--- src/rtl/memory_3_to_1_arbiter_pkg.sv ---
// ----------------------------------------------------------------------------
// memory_3_to_1_arbiter_pkg
//   Shared definitions for the three-requester memory arbiter:
//   port count, port-id width, control FSM encoding, round-robin pointer
//   reset value and small port-id helpers.
//   No ports (package).
// ----------------------------------------------------------------------------
package memory_3_to_1_arbiter_pkg;

    localparam int NUM_PORTS = 3;
    localparam int PORT_W    = 2;

    typedef enum logic [1:0] {
        ST_RUN   = 2'd0,
        ST_DRAIN = 2'd1,
        ST_HELD  = 2'd2
    } arb_state_t;

    // Pointer starts on the last port so the first search begins at port 0.
    localparam logic [PORT_W-1:0] RR_PTR_RST = 2'd2;

    // Next port in round-robin order, wrapping 2 -> 0.
    function automatic logic [PORT_W-1:0] port_after(input logic [PORT_W-1:0] p);
        return (p == 2'd2) ? 2'd0 : p + 2'd1;
    endfunction

    // Encode a one-hot (or all-zero) port vector; all-zero yields port 0.
    function automatic logic [PORT_W-1:0] onehot_to_id(input logic [NUM_PORTS-1:0] oh);
        logic [PORT_W-1:0] id;
        id = 2'd0;
        if (oh[1]) id = 2'd1;
        if (oh[2]) id = 2'd2;
        return id;
    endfunction

endpackage

--- src/rtl/memory_3_to_1_arbiter_rr_arbiter_3.sv ---
// ----------------------------------------------------------------------------
// rr_arbiter_3
//   Pure combinational round-robin pick among three requesters.
//   Search order starting after the pointer p: p+1, p+2, p (mod 3).
// Ports
//   req_i     in  3   request vector
//   rr_ptr_i  in  2   last granted port
//   gnt_o     out 3   one-hot grant (zero when no request)
//   gnt_id_o  out 2   encoded id of the granted port
//   gnt_any_o out 1   a grant was made
// ----------------------------------------------------------------------------
module rr_arbiter_3
    import memory_3_to_1_arbiter_pkg::*;
(
    input  logic [NUM_PORTS-1:0] req_i,
    input  logic [PORT_W-1:0]    rr_ptr_i,
    output logic [NUM_PORTS-1:0] gnt_o,
    output logic [PORT_W-1:0]    gnt_id_o,
    output logic                 gnt_any_o
);

    logic [PORT_W-1:0] first_p;
    logic [PORT_W-1:0] second_p;
    logic [PORT_W-1:0] third_p;

    always_comb begin
        gnt_o     = '0;
        gnt_id_o  = '0;
        gnt_any_o = 1'b0;
        first_p   = port_after(rr_ptr_i);
        second_p  = port_after(first_p);
        third_p   = rr_ptr_i;

        if (req_i[first_p]) begin
            gnt_id_o  = first_p;
            gnt_any_o = 1'b1;
        end else if (req_i[second_p]) begin
            gnt_id_o  = second_p;
            gnt_any_o = 1'b1;
        end else if (req_i[third_p]) begin
            gnt_id_o  = third_p;
            gnt_any_o = 1'b1;
        end

        if (gnt_any_o) begin
            gnt_o[gnt_id_o] = 1'b1;
        end
    end

endmodule

--- src/rtl/memory_3_to_1_arbiter.sv ---
// ----------------------------------------------------------------------------
// memory_3_to_1_arbiter
//   Round-robin scheduler sharing the 3-port-to-single-port memory wrapper
//   between three requesters. At most one access is granted per cycle; the
//   grant is registered onto the wrapper's mem_k_* strobes the next cycle and
//   read returns are tagged with the requesting port. A hold/drain FSM lets
//   the controller quiesce memory traffic before a phase change.
// Ports
//   clk, rst                 clock, asynchronous active-high reset
//   req_k/we_k/addr_k/din_k  requester k command (held until gnt_k)
//   gnt_k                    combinational grant; transfer on req_k & gnt_k
//   rd_valid_k               rd_data belongs to port k this cycle
//   rd_data                  mem_dout passthrough
//   hold / idle              quiesce request / quiesced indication
//   addr_err                 sticky: an out-of-range address was granted
//   mem_k_*                  registered strobes/addr/data to the wrapper
//   mem_dout                 read data from the wrapper
// ----------------------------------------------------------------------------
module memory_3_to_1_arbiter
    import memory_3_to_1_arbiter_pkg::*;
#(
    parameter int WIDTH                = 64,
    parameter int SINGLE_MEM_DEPTH     = 7,
    parameter int SINGLE_MEM_DEPTH_LOG = $clog2(SINGLE_MEM_DEPTH),
    parameter int RD_LATENCY           = 1
) (
    input  logic                            clk,
    input  logic                            rst,

    input  logic                            req_0,
    input  logic                            we_0,
    input  logic [SINGLE_MEM_DEPTH_LOG-1:0] addr_0,
    input  logic [WIDTH-1:0]                din_0,
    input  logic                            req_1,
    input  logic                            we_1,
    input  logic [SINGLE_MEM_DEPTH_LOG-1:0] addr_1,
    input  logic [WIDTH-1:0]                din_1,
    input  logic                            req_2,
    input  logic                            we_2,
    input  logic [SINGLE_MEM_DEPTH_LOG-1:0] addr_2,
    input  logic [WIDTH-1:0]                din_2,

    output logic                            gnt_0,
    output logic                            gnt_1,
    output logic                            gnt_2,
    output logic                            rd_valid_0,
    output logic                            rd_valid_1,
    output logic                            rd_valid_2,
    output logic [WIDTH-1:0]                rd_data,

    input  logic                            hold,
    output logic                            idle,
    output logic                            addr_err,

    output logic                            mem_0_wr_en,
    output logic [SINGLE_MEM_DEPTH_LOG-1:0] mem_0_wr_addr,
    output logic [WIDTH-1:0]                mem_0_din,
    output logic                            mem_0_rd_en,
    output logic [SINGLE_MEM_DEPTH_LOG-1:0] mem_0_rd_addr,
    output logic                            mem_1_wr_en,
    output logic [SINGLE_MEM_DEPTH_LOG-1:0] mem_1_wr_addr,
    output logic [WIDTH-1:0]                mem_1_din,
    output logic                            mem_1_rd_en,
    output logic [SINGLE_MEM_DEPTH_LOG-1:0] mem_1_rd_addr,
    output logic                            mem_2_wr_en,
    output logic [SINGLE_MEM_DEPTH_LOG-1:0] mem_2_wr_addr,
    output logic [WIDTH-1:0]                mem_2_din,
    output logic                            mem_2_rd_en,
    output logic [SINGLE_MEM_DEPTH_LOG-1:0] mem_2_rd_addr,

    input  logic [WIDTH-1:0]                mem_dout
);

    localparam int AW = SINGLE_MEM_DEPTH_LOG;
    // One extra bit so a power-of-two depth is still representable.
    localparam logic [AW:0] DEPTH_LIM = (AW+1)'(SINGLE_MEM_DEPTH);

    // ------------------------------------------------------------------
    // Control state
    // ------------------------------------------------------------------
    arb_state_t        state_q, state_d;
    logic [PORT_W-1:0] rr_ptr_q, rr_ptr_d;
    logic              addr_err_q, addr_err_d;

    // ------------------------------------------------------------------
    // Arbitration
    // ------------------------------------------------------------------
    logic [NUM_PORTS-1:0] req_vec;
    logic [NUM_PORTS-1:0] arb_gnt;
    logic [PORT_W-1:0]    arb_id;
    logic                 arb_any;
    logic                 arb_en;
    logic                 grant_fire;
    logic [NUM_PORTS-1:0] gnt_vec;

    logic                 sel_we;
    logic [AW-1:0]        sel_addr;
    logic [WIDTH-1:0]     sel_din;
    logic                 addr_ok;

    assign req_vec = {req_2, req_1, req_0};

    rr_arbiter_3 u_rr (
        .req_i     (req_vec),
        .rr_ptr_i  (rr_ptr_q),
        .gnt_o     (arb_gnt),
        .gnt_id_o  (arb_id),
        .gnt_any_o (arb_any)
    );

    // Grants only in RUN with hold low; a request arriving with hold's rise
    // is therefore never granted. rst gating keeps gnt low during reset.
    assign arb_en     = (state_q == ST_RUN) && !hold && !rst;
    assign grant_fire = arb_en && arb_any;
    assign gnt_vec    = arb_en ? arb_gnt : '0;

    assign gnt_0 = gnt_vec[0];
    assign gnt_1 = gnt_vec[1];
    assign gnt_2 = gnt_vec[2];

    always_comb begin
        sel_we   = we_0;
        sel_addr = addr_0;
        sel_din  = din_0;
        case (arb_id)
            2'd1: begin
                sel_we   = we_1;
                sel_addr = addr_1;
                sel_din  = din_1;
            end
            2'd2: begin
                sel_we   = we_2;
                sel_addr = addr_2;
                sel_din  = din_2;
            end
            default: ;
        endcase
    end

    // Out-of-range addresses would alias into the neighbouring sub-memory
    // inside the wrapper, so they complete the handshake but never issue.
    assign addr_ok = ({1'b0, sel_addr} < DEPTH_LIM);

    // ------------------------------------------------------------------
    // Issue stage: per-port registered strobes; every field is zero on
    // ports not issuing so the wrapper mux sees at most one strobe.
    // ------------------------------------------------------------------
    logic [NUM_PORTS-1:0] wr_en_q, wr_en_d;
    logic [NUM_PORTS-1:0] rd_en_q, rd_en_d;
    logic [AW-1:0]        wr_addr_q [NUM_PORTS];
    logic [AW-1:0]        wr_addr_d [NUM_PORTS];
    logic [AW-1:0]        rd_addr_q [NUM_PORTS];
    logic [AW-1:0]        rd_addr_d [NUM_PORTS];
    logic [WIDTH-1:0]     din_q     [NUM_PORTS];
    logic [WIDTH-1:0]     din_d     [NUM_PORTS];

    always_comb begin
        for (int k = 0; k < NUM_PORTS; k++) begin
            wr_en_d[k]   = gnt_vec[k] & addr_ok & sel_we;
            rd_en_d[k]   = gnt_vec[k] & addr_ok & ~sel_we;
            wr_addr_d[k] = wr_en_d[k] ? sel_addr : '0;
            rd_addr_d[k] = rd_en_d[k] ? sel_addr : '0;
            din_d[k]     = wr_en_d[k] ? sel_din  : '0;
        end
    end

    always_ff @(posedge clk or posedge rst) begin
        if (rst) begin
            wr_en_q <= '0;
            rd_en_q <= '0;
            for (int k = 0; k < NUM_PORTS; k++) begin
                wr_addr_q[k] <= '0;
                rd_addr_q[k] <= '0;
                din_q[k]     <= '0;
            end
        end else begin
            wr_en_q <= wr_en_d;
            rd_en_q <= rd_en_d;
            for (int k = 0; k < NUM_PORTS; k++) begin
                wr_addr_q[k] <= wr_addr_d[k];
                rd_addr_q[k] <= rd_addr_d[k];
                din_q[k]     <= din_d[k];
            end
        end
    end

    assign mem_0_wr_en   = wr_en_q[0];
    assign mem_0_wr_addr = wr_addr_q[0];
    assign mem_0_din     = din_q[0];
    assign mem_0_rd_en   = rd_en_q[0];
    assign mem_0_rd_addr = rd_addr_q[0];
    assign mem_1_wr_en   = wr_en_q[1];
    assign mem_1_wr_addr = wr_addr_q[1];
    assign mem_1_din     = din_q[1];
    assign mem_1_rd_en   = rd_en_q[1];
    assign mem_1_rd_addr = rd_addr_q[1];
    assign mem_2_wr_en   = wr_en_q[2];
    assign mem_2_wr_addr = wr_addr_q[2];
    assign mem_2_din     = din_q[2];
    assign mem_2_rd_en   = rd_en_q[2];
    assign mem_2_rd_addr = rd_addr_q[2];

    // ------------------------------------------------------------------
    // Read tag pipe: follows the issue stage by RD_LATENCY cycles so the
    // last stage lines up with mem_dout.
    // ------------------------------------------------------------------
    logic [RD_LATENCY-1:0] tag_vld_q;
    logic [PORT_W-1:0]     tag_port_q [RD_LATENCY];

    always_ff @(posedge clk or posedge rst) begin
        if (rst) begin
            tag_vld_q <= '0;
        end else begin
            tag_vld_q[0] <= |rd_en_q;
            for (int i = 1; i < RD_LATENCY; i++) begin
                tag_vld_q[i] <= tag_vld_q[i-1];
            end
        end
    end

    always_ff @(posedge clk) begin
        tag_port_q[0] <= onehot_to_id(rd_en_q);
        for (int i = 1; i < RD_LATENCY; i++) begin
            tag_port_q[i] <= tag_port_q[i-1];
        end
    end

    assign rd_valid_0 = tag_vld_q[RD_LATENCY-1] && (tag_port_q[RD_LATENCY-1] == 2'd0);
    assign rd_valid_1 = tag_vld_q[RD_LATENCY-1] && (tag_port_q[RD_LATENCY-1] == 2'd1);
    assign rd_valid_2 = tag_vld_q[RD_LATENCY-1] && (tag_port_q[RD_LATENCY-1] == 2'd2);
    assign rd_data    = mem_dout;

    // ------------------------------------------------------------------
    // Drain detection: the final tag stage is being returned this cycle,
    // so it does not keep DRAIN alive. This puts HELD one cycle after the
    // last rd_valid.
    // ------------------------------------------------------------------
    logic drained;

    always_comb begin
        drained = ~(|wr_en_q) & ~(|rd_en_q);
        for (int i = 0; i < RD_LATENCY - 1; i++) begin
            if (tag_vld_q[i]) drained = 1'b0;
        end
    end

    // ------------------------------------------------------------------
    // Control FSM and pointer
    // ------------------------------------------------------------------
    always_ff @(posedge clk or posedge rst) begin
        if (rst) begin
            state_q    <= ST_RUN;
            rr_ptr_q   <= RR_PTR_RST;
            addr_err_q <= 1'b0;
        end else begin
            state_q    <= state_d;
            rr_ptr_q   <= rr_ptr_d;
            addr_err_q <= addr_err_d;
        end
    end

    always_comb begin
        state_d    = state_q;
        rr_ptr_d   = rr_ptr_q;
        addr_err_d = addr_err_q;

        if (grant_fire) begin
            rr_ptr_d = arb_id;
            if (!addr_ok) addr_err_d = 1'b1;
        end

        case (state_q)
            ST_RUN: begin
                if (hold) state_d = ST_DRAIN;
            end
            ST_DRAIN: begin
                if (!hold)        state_d = ST_RUN;
                else if (drained) state_d = ST_HELD;
            end
            ST_HELD: begin
                if (!hold) state_d = ST_RUN;
            end
            default: state_d = ST_RUN;
        endcase
    end

    // Nothing can be in flight while reset is held, so idle reads high then.
    assign idle     = rst || (state_q == ST_HELD);
    assign addr_err = addr_err_q;

endmodule

--- config.mk ---
export PLATFORM = sky130hd
export DESIGN_NAME = memory_3_to_1_arbiter
export DESIGN_NICKNAME = d
export VERILOG_FILES = /design/src/rtl/memory_3_to_1_arbiter_pkg.sv /design/src/rtl/memory_3_to_1_arbiter_rr_arbiter_3.sv /design/src/rtl/memory_3_to_1_arbiter.sv
export SDC_FILE = /design/constraint.sdc
export NUM_CORES = 1
export LEC_CHECK = 0
export ABC_AREA = 1
export CAP_MARGIN = 40
export CORE_AREA = 2 2 220 222
export DETAILED_ROUTE_END_ITERATION = 12
export DIE_AREA = 0 0 222 224
export PLACE_DENSITY = 0.47
export SLEW_MARGIN = 10
export SYNTH_ARGS = -nofsm -noshare
export SYNTH_HDL_FRONTEND = slang
export SYNTH_SLANG_ARGS = --single-unit
--- constraint.sdc ---
create_clock -name clk -period 11.9 [get_ports clk]
set_input_delay 1.785 -clock clk [delete_from_list [all_inputs] [get_ports clk]]
set_output_delay 1.785 -clock clk [all_outputs]
set_load 0.03 [all_outputs]
==> results of run 1 <==
synthesized netlist by cell type:
cell / number / share of area
nand4_4: 3 / 0.0068
nand2_1: 100 / 0.040
nand4_1: 1 / 0.00067
nor2_1: 14 / 0.0056
inv_2: 1 / 0.00040
nor3_1: 175 / 0.093
and2_1: 1 / 0.00067
o31ai_1: 1 / 0.00080
inv_1: 19 / 0.0076
buf_4: 64 / 0.051
dfxtp_1: 2 / 0.0043
nor4_4: 1 / 0.0023
o21ai_0: 5 / 0.0027
nor2_2: 1 / 0.00067
nor3b_1: 1 / 0.00080
o21bai_1: 1 / 0.00080
nand2_2: 1 / 0.00067
nand3_1: 5 / 0.0027
o21ai_1: 1 / 0.00053
buf_2: 20 / 0.011
ha_1: 3 / 0.0040
buf_1: 9 / 0.0036
dfstp_2: 1 / 0.0028
a21boi_0: 1 / 0.00080
o2bb2ai_1: 63 / 0.059
nor4_1: 1 / 0.00067
dfrtp_1: 221 / 0.59
nand3b_1: 1 / 0.00080
a21oi_1: 64 / 0.034
a211oi_1: 1 / 0.00080
clkbuf_1: 24 / 0.0096
nand3_2: 1 / 0.0011
buf_6: 21 / 0.025
nor3_2: 36 / 0.038
sequential cells by signal, summed over array words and instances, names as in the netlist:
register       cells
mem_1_wr_addr      3
rd_en_q            3
mem_2_rd_addr      3
state_q            2
addr_err           1
mem_1_din         64
mem_2_wr_addr      3
tag_port_q         2
mem_1_rd_addr      3
mem_0_din         64
rr_ptr_q           2
mem_0_wr_addr      3
wr_en_q            3
mem_0_rd_addr      3
tag_vld_q          1
mem_2_din         64
power groups by stage:
stage / sequential (µW) / clock (µW) / combinational (µW)
2_1_floorplan: 998 / 0 / 1140
3_3_place_gp: 874 / 0 / 1890
3_5_place_dp: 875 / 0 / 1900
4_1_cts: 862 / 875 / 1900
5_1_grt: 869 / 905 / 2010
6_report: 861 / 850 / 1860
layout make-up:
cell class | count | share of cell area
multi-input combinational | 482 | 0.194
tap | 615 | 0.0525
clock buffer | 39 | 0.0519
clock inverter | 9 | 0.0103
inverter | 20 | 0.00572
antenna | 1 | 0.000171
sequential | 224 | 0.382
timing repair buffer | 446 | 0.304
critical path, cell delays in order:
cell and delay [ns]:
clkdlybuf4s50_1 0.54, nand2_1 0.09, nand2_1 0.07, inv_1 0.03
a21boi_0 0.56, ha_4 0.60, inv_1 0.08, nor2_1 0.17
clkdlybuf4s50_1 0.70
worst paths after layout:
kind	to	slack, ns	cells past startpoint
max in group asynchronous	mem_0_din[26]	8.83	3
min	tag_port_q[0][1]	0.47	0
max reg2reg	mem_0_din[49]	6.91	12
min in group asynchronous	state_q[1]	1.83	2
max	gnt_2	5.48	9
min reg2reg	tag_port_q[0][1]	0.47	0
through the flow:
stage	setup WS (ns)	hold slack [ns]	util	power (µW)	instances
finish	5.48	0.474	0.309	3570	1836
global route	5.34	0.474	0.309	3790	1835
CTS	5.49	0.474	0.309	3640	1835
detailed placement	5.15	0.456	0.290	2770	1787
global placement	5.29	0.459	0.290	2760	1786
floorplan	1.69	0.483	-	2130	864
logic make-up (layout without fill, tap and decap cells):
family / Yosys count / after routing / synth area share
and+or+nand+nor: 342 / 342 / 0.194
DFF: 224 / 224 / 0.595
buffers and inverters: 158 / 514 / 0.108
AOI/OAI and AO/OA: 137 / 137 / 0.0990
adders and majority gates: 3 / 3 / 0.00399
other: 0 / 1 / 0
placed cells by master (no fill, tap or decap), types with 2 or more instances in the layout:
| master | n |
|---|---|
| o21ai_0 | 5 |
| inv_1 | 18 |
| buf_4 | 12 |
| a21oi_1 | 64 |
| dfrtp_1 | 221 |
| clkbuf_16 | 27 |
| o2bb2ai_1 | 63 |
| clkbuf_8 | 4 |
| nand2_1 | 100 |
| nor2_1 | 14 |
| dfxtp_1 | 2 |
| ha_4 | 2 |
| clkbuf_1 | 8 |
| nand4_4 | 3 |
| clkinv_2 | 4 |
| nor3_2 | 36 |
| bufinv_16 | 4 |
| nand3_1 | 5 |
| nor3_1 | 175 |
| clkdlybuf4s50_1 | 433 |
layer usage:
metal	part of all wire	GRT usage
met1	0.36	0.168
met2	0.51	0.295
met3	0.095	0.0636
met4	0.037	0.0641
met5	0.00031	0
==> metrics.yaml, run 1 <==
wire_per_inst_um: 22.8
cts_root_buf: "clkbuf_16"
insertion_delay_ns: 0.54
start_util: 0.199
overflow: 0
p_seq_frac: 0.241
port_buffers: 433
rsz0062_at_grt: "no"
multi_input_area_um2: 2840
cts_hold_buf: 0
vias_per_cell: 4.30
grt_pass1_vias: 8414
cp_data_required_time_ns: 10.12
swShare: 0.481
ant_nets: 0
leakagePower_uw: 0.00599
pin_count: 562
hp-start: "rd_en_q[2]"
drc: 0
gp_congestion: 0.865
min_period_over_period: 0.540
yosysWarnings: 0
cts_resized: 0
cp-startpoint: "req_0"
drive_gt1_frac: 0.0836
antenna_found_initial: 2
dpl_cell_area_um2: 13700
finalCriticalPeriod_ns: 6.42
htreeDepth: 1
die_w_um: 222
ys_seq_elements: 224
drtPass1Iterations: 4
slew_headroom: 0.412
critPathLaunchType: "primary input"
cts_setup_buffers: 0
vias: 7900
crit_fanout: 38
area_growth_pct: 55.7
syn_inst: 864
numCtsBuffers: 27
hold_class: "reg2reg"
ys_seq_area_frac: 0.595
netlist_area_um2: 9410
cts_tree: "built"
clockPowerShare: 0.238
drv_slew: 0
hold_violations: 0
switchingPower_uw: 1720
status: "finished, final reports clean"
tightest_slew_ns: 0.882
dp_hpwl_um: 31600
cts_buffer_depth: 3
end_kind: "primary output"
setup-violations-final: 0
r2r_start: "rr_ptr_q[0]"
grt_max_degree: 99
setup_tns_ns: 0
seq_area_um2: 5600
critPathArrivalTime_ns: 4.64
core-area_um2: 47300
max_cap_violations: 0
power.internal_uw: 1860
wl_um: 41800
fin_area_um2: 14700
synth.distinct_cells: 34
nFillCells: 4936
die_h_um: 224
drtIter0Drc: 338
rows: 80
p_comb_frac: 0.521
critPathKind: "in2out"
cts_sinks: 224
grt_usage: 0.163
vdd_drop_max_v: 0.000151
synth_nets: 1141
finalNetCount: 1478
fmaxAchievable_mhz: 156
power.density_nw_per_um2: 244
synth_area_per_cell_um2: 10.9
grt_first_pass_wirelength_um: 59600
die_area_um2: 49700
skew_ns: 0.00561
clkTransAtPathRegs_ns: 0.06
Note: power is estimated with default switching activity, not from simulation.
==> run 2, diff against run 1 <==
--- a/config.mk
+++ b/config.mk
@@ -7,10 +7,10 @@
 export LEC_CHECK = 0
 export ABC_AREA = 1
 export CAP_MARGIN = 40
-export CORE_AREA = 2 2 220 222
+export CORE_AREA = 2 2 221 223
 export DETAILED_ROUTE_END_ITERATION = 12
-export DIE_AREA = 0 0 222 224
-export PLACE_DENSITY = 0.47
+export DIE_AREA = 0 0 223 225
+export PLACE_DENSITY = 0.48
 export SLEW_MARGIN = 10
 export SYNTH_ARGS = -nofsm -noshare
 export SYNTH_HDL_FRONTEND = slang
==> constraint.sdc (replaced) <==
create_clock -name clk -period 5.2 [get_ports clk]
set_input_delay 0.78 -clock clk [delete_from_list [all_inputs] [get_ports clk]]
set_output_delay 0.78 -clock clk [all_outputs]
set_load 0.03 [all_outputs]
==> metrics.yaml, run 2 (synthesis gave the netlist of run 1 again) <==
dpl_cell_area_um2: 13900
fmaxAchievable_mhz: 239
min_period_over_period: 0.804
grt_use_met3: 0.0589
end_kind: "primary output"
final_common_cell: "clkdlybuf4s50_1"
cts_buffer_depth: 3
dp_hpwl_um: 33300
cts_root_buf: "clkbuf_16"
p_seq_frac: 0.238
setup-violations-final: 0
cts_tree: "built"
holdWs_ns: 0.468
rsz0062_at_grt: "no"
cts_resized: 0
die_h_um: 225
grt_usage: 0.165
finalNetCount: 1490
grt_first_pass_wirelength_um: 60400
pin_count: 562
drtPass1Iterations: 4
critPathKind: "in2out"
clkTransAtPathRegs_ns: 0.06
grt.busiest_layer: "met2"
leakagePower_uw: 0.00606
drive_gt1_frac: 0.0911
mostFrequentLayoutCells: "433 x clkdlybuf4s50_1, 221 x dfrtp_1, 175 x nor3_1"
vias_per_cell: 4.33
area_growth_pct: 56.9
use_met2: 0.305
hold_class: "reg2reg"
switchingPower_uw: 3970
die_area_um2: 50200
hold_violations: 0
place_inst: 1799
max_cap_violations: 0
worst_slack_ns: 1.02
cp_data_required_time_ns: 4.42
die_w_um: 223
place_ws_ns: 0.803
wire_per_inst_um: 23.2
finalCriticalPeriod_ns: 4.18
vdd_drop_max_v: 0.000291
drc: 0
ant_nets: 0
wl_um: 42800
numCtsBuffers: 26
p_comb_frac: 0.547
path_buf_inv: 4
insertion_delay_ns: 0.54
vias: 7984
instances_no_fill: 1845
drv_slew: 0
power.internal_uw: 4330
gp_congestion: 0.900
crit_path_max_incr_delay_ns: 0.70
cts_hold_buf: 0
status: "finished, final reports clean"
antenna_found_initial: 3
htreeDepth: 1
grt_pass1_vias: 8507
rows: 80
overflow: 0
use_met1: 0.165
utilization: 0.311
cts_sinks: 224
critPathArrivalTime_ns: 3.40
power.density_nw_per_um2: 562
core-area_um2: 47500
crit_fanout: 40
skew_ns: 0.00586
fin_area_um2: 14800
critPathTopFamily: "buffers and inverters"
critPathLaunchType: "primary input"
grt_max_degree: 78
cts_setup_buffers: 0
port_buffers: 433
slew_headroom: 0.456
cp_slowest_cell: "clkdlybuf4s50_1"
tightest_slew_ns: 0.816
clockPowerShare: 0.215
start_util: 0.198
swShare: 0.478
path_cells: "clkdlybuf4s50_1 > nand2_1 > o21ai_0 > a21boi_0 > inv_1 > ha_4 > inv_1 > nor2_1 > clkdlybuf4s50_1"
drtIter0Drc: 332
[run 2: worst register-to-register path: stages, from the launching register on]
cell	delay, ns
dfrtp_1	0.40
inv_1	0.11
nor2_2	0.11
nand2_1	0.09
nand2_1	0.07
inv_1	0.03
a21boi_0	0.52
ha_4	0.56
clkinv_2	0.25
o21ai_4	0.66
inv_1	0.45
nor3_1	0.28
[run 2: area by class of cell]
cell class,count,area (µm²)
Clock inverter,4,45.0
Timing Repair Buffer,459,4660
Antenna cell,1,2.50
Clock buffer,40,785
Tap cell,615,769
Sequential cell,224,5600
Fill cell,4898,32800
Multi-Input combinational cell,482,2840
Inverter,20,80.1
[run 2: final timing paths]
| kind | cells after the start | to | slack [ns] | startpoint |
|---|---|---|---|---|
| worst max-delay path | 9 | gnt_1 | 1.02 | req_1 |
| min in group asynchronous | 2 | mem_2_rd_addr[1] | 0.77 | rst |
| worst min-delay path | 0 | tag_port_q[0][1] | 0.47 | rd_en_q[2] |
| worst min register to register | 0 | tag_port_q[0][1] | 0.47 | rd_en_q[2] |
| max in group asynchronous | 5 | mem_1_din[35] | 2.63 | rst |
| worst max register to register | 11 | mem_2_rd_addr[2] | 1.58 | rr_ptr_q[0] |
[run 2: per-layer routing]
metal,up-vias,wire length [µm]
li1,3603,-
met1,3894,14700
met2,413,22100
met3,70,3980
met4,4,2020
met5,-,27
[run 2: per-stage QoR]
stage                     TNS (ns)  power (µW)
final                            0        8300
after global placement           0        6610
after floorplan             -0.841        4890
after detailed placement         0        6630
after CTS                        0        8440
after global routing             0        8840
[run 2: power by group through the flow]
| stage | combinational, µW | clock, µW | sequential, µW |
|---|---|---|---|
| after detailed placement | 4620 | 0 | 2000 |
| final | 4540 | 1780 | 1970 |
| after global routing | 4940 | 1910 | 1990 |
| after global placement | 4600 | 0 | 2000 |
| after CTS | 4630 | 1840 | 1980 |
| after floorplan | 2600 | 0 | 2280 |
==> run 3, diff against run 2 <==
--- a/config.mk
+++ b/config.mk
@@ -10,7 +10,7 @@
 export CORE_AREA = 2 2 221 223
 export DETAILED_ROUTE_END_ITERATION = 12
 export DIE_AREA = 0 0 223 225
-export PLACE_DENSITY = 0.48
+export PLACE_DENSITY = 0.47
 export SLEW_MARGIN = 10
 export SYNTH_ARGS = -nofsm -noshare
 export SYNTH_HDL_FRONTEND = slang
==> constraint.sdc (replaced) <==
create_clock -name clk -period 4.37 [get_ports clk]
set_input_delay 0.6555 -clock clk [delete_from_list [all_inputs] [get_ports clk]]
set_output_delay 0.6555 -clock clk [all_outputs]
set_load 0.03 [all_outputs]
==> metrics.yaml, run 3 (synthesis gave the netlist of run 1 again) <==
status: "finished, final reports clean"
critPathArrivalTime_ns: 3.09
cp-startpoint: "req_1"
power.density_nw_per_um2: 661
drtPass1Iterations: 4
cts_sinks: 224
antenna_found_initial: 4
finalCriticalPeriod_ns: 3.75
wl_met2_um: 22300
area_growth_pct: 56.8
vias: 8057
tightest_slew_ns: 0.856
grt_usage: 0.163
setup-violations-final: 0
cp_slowest_cell: "clkdlybuf4s50_1"
ant_nets: 0
rsz0062_at_grt: "no"
crit_fanout: 23
drv_slew: 0
grt_pass1_vias: 8315
vias_per_cell: 4.36
cts_root_buf: "clkbuf_16"
mostFrequentLayoutCells: "432 x clkdlybuf4s50_1, 221 x dfrtp_1, 175 x nor3_1"
cts_hold_buf: 0
slew_headroom: 0.429
critPathTopFamily: "buffers and inverters"
cp_data_required_time_ns: 3.71
fmaxAchievable_mhz: 267
nFillCells: 4896
crit_cells: 10
drtIter0Drc: 459
start_util: 0.198
cts_tree: "built"
multi_input_area_um2: 2840
wire_per_inst_um: 23.0
grt_first_pass_wirelength_um: 59600
reg2reg_slack_ns: 1.17
crit_path_max_incr_delay_ns: 0.76
dp_hpwl_um: 32600
pin_count: 562
max_cap_violations: 0
dpl_cell_area_um2: 13900
drc: 0
htreeDepth: 1
rows: 80
wl_um: 42600
met3_length_um: 4170
path_buf_inv: 3
finalNetCount: 1492
path_cells: "clkdlybuf4s50_1 > nand3_1 > nand2_1 > nor2_1 > nand3b_1 > and2_1 > ha_4 > inv_1 > nor2_1 > clkdlybuf4s50_1"
holdWs_ns: 0.429
drive_gt1_frac: 0.0973
rr_endpoint: "mem_0_din[30]"
core-area_um2: 47500
cts_resized: 0
r2r_start: "rr_ptr_q[1]"
worstRegToRegCells: 16
finalPower_uw: 9760
cts_buffer_depth: 3
leakagePower_uw: 0.00606
overflow: 0
port_buffers: 433
min_period_over_period: 0.857
die_w_um: 223
final_common_cell: "clkdlybuf4s50_1"
end_kind: "primary output"
critPathCapture: "gnt_1"
seq_area_um2: 5600
die_h_um: 225
hold_class: "reg2reg"
met1_length_um: 14200
highest_layer: "met5"
critPathLaunchType: "primary input"
hold_violations: 0
grt_max_degree: 148
critPathKind: "in2out"
die_area_um2: 50200
skew_ns: 0.0321
numCtsBuffers: 25
vdd_drop_max_v: 0.000435
clkTransAtPathRegs_ns: 0.06
cts_setup_buffers: 0
fin_area_um2: 14800
insertion_delay_ns: 0.54
gp_congestion: 0.911
[run 3: per-layer routing]
layer  vias up  track usage
met5         -            0
met2       440        0.305
met3        70       0.0660
met1      3916        0.159
li1       3623            -
met4         8       0.0643
[run 3: how the worst min path moves through the flow]
stage                             endpoint  startpoint  cells past startpoint  slack (ns)
final                     tag_port_q[0][1]  rd_en_q[2]                      0        0.43
after global routing      tag_port_q[0][1]  rd_en_q[2]                      0        0.46
after CTS                 tag_port_q[0][1]  rd_en_q[2]                      0        0.43
after detailed placement  tag_port_q[0][1]  rd_en_q[2]                      0        0.43
after global placement    tag_port_q[0][1]  rd_en_q[2]                      0        0.45
after floorplan                 state_q[0]  state_q[1]                      1        0.48
[run 3: power breakdown]
| group | total [µW] | switching (µW) | internal [µW] | leakage (µW) |
|---|---|---|---|---|
| registers | 2350 | 88.2 | 2260 | 0.00310 |
| clock network | 2110 | 860 | 1250 | 0.000408 |
| logic | 5300 | 3730 | 1560 | 0.00255 |
| total | 9760 | 4680 | 5070 | 0.00606 |
[run 3: metrics by stage]
step / std cells / setup slack, ns / utilization / TNS [ns]
final: 1849 / 0.623 / 0.310 / 0
after floorplan: 864 / -1.42 / - / -1.42
after global placement: 1802 / 0.626 / 0.293 / 0
after global routing: 1848 / 0.475 / 0.310 / 0
after detailed placement: 1803 / 0.619 / 0.293 / 0
after CTS: 1848 / 0.604 / 0.310 / 0
[run 3: cell type report]
class                           instances  share of cell area
Sequential cell                       224               0.379
Timing Repair Buffer                  462               0.316
Multi-Input combinational cell        482               0.192
Tap cell                              615              0.0521
Clock buffer                           34              0.0481
Clock inverter                         11             0.00729
Inverter                               20             0.00543
Antenna cell                            1            0.000170
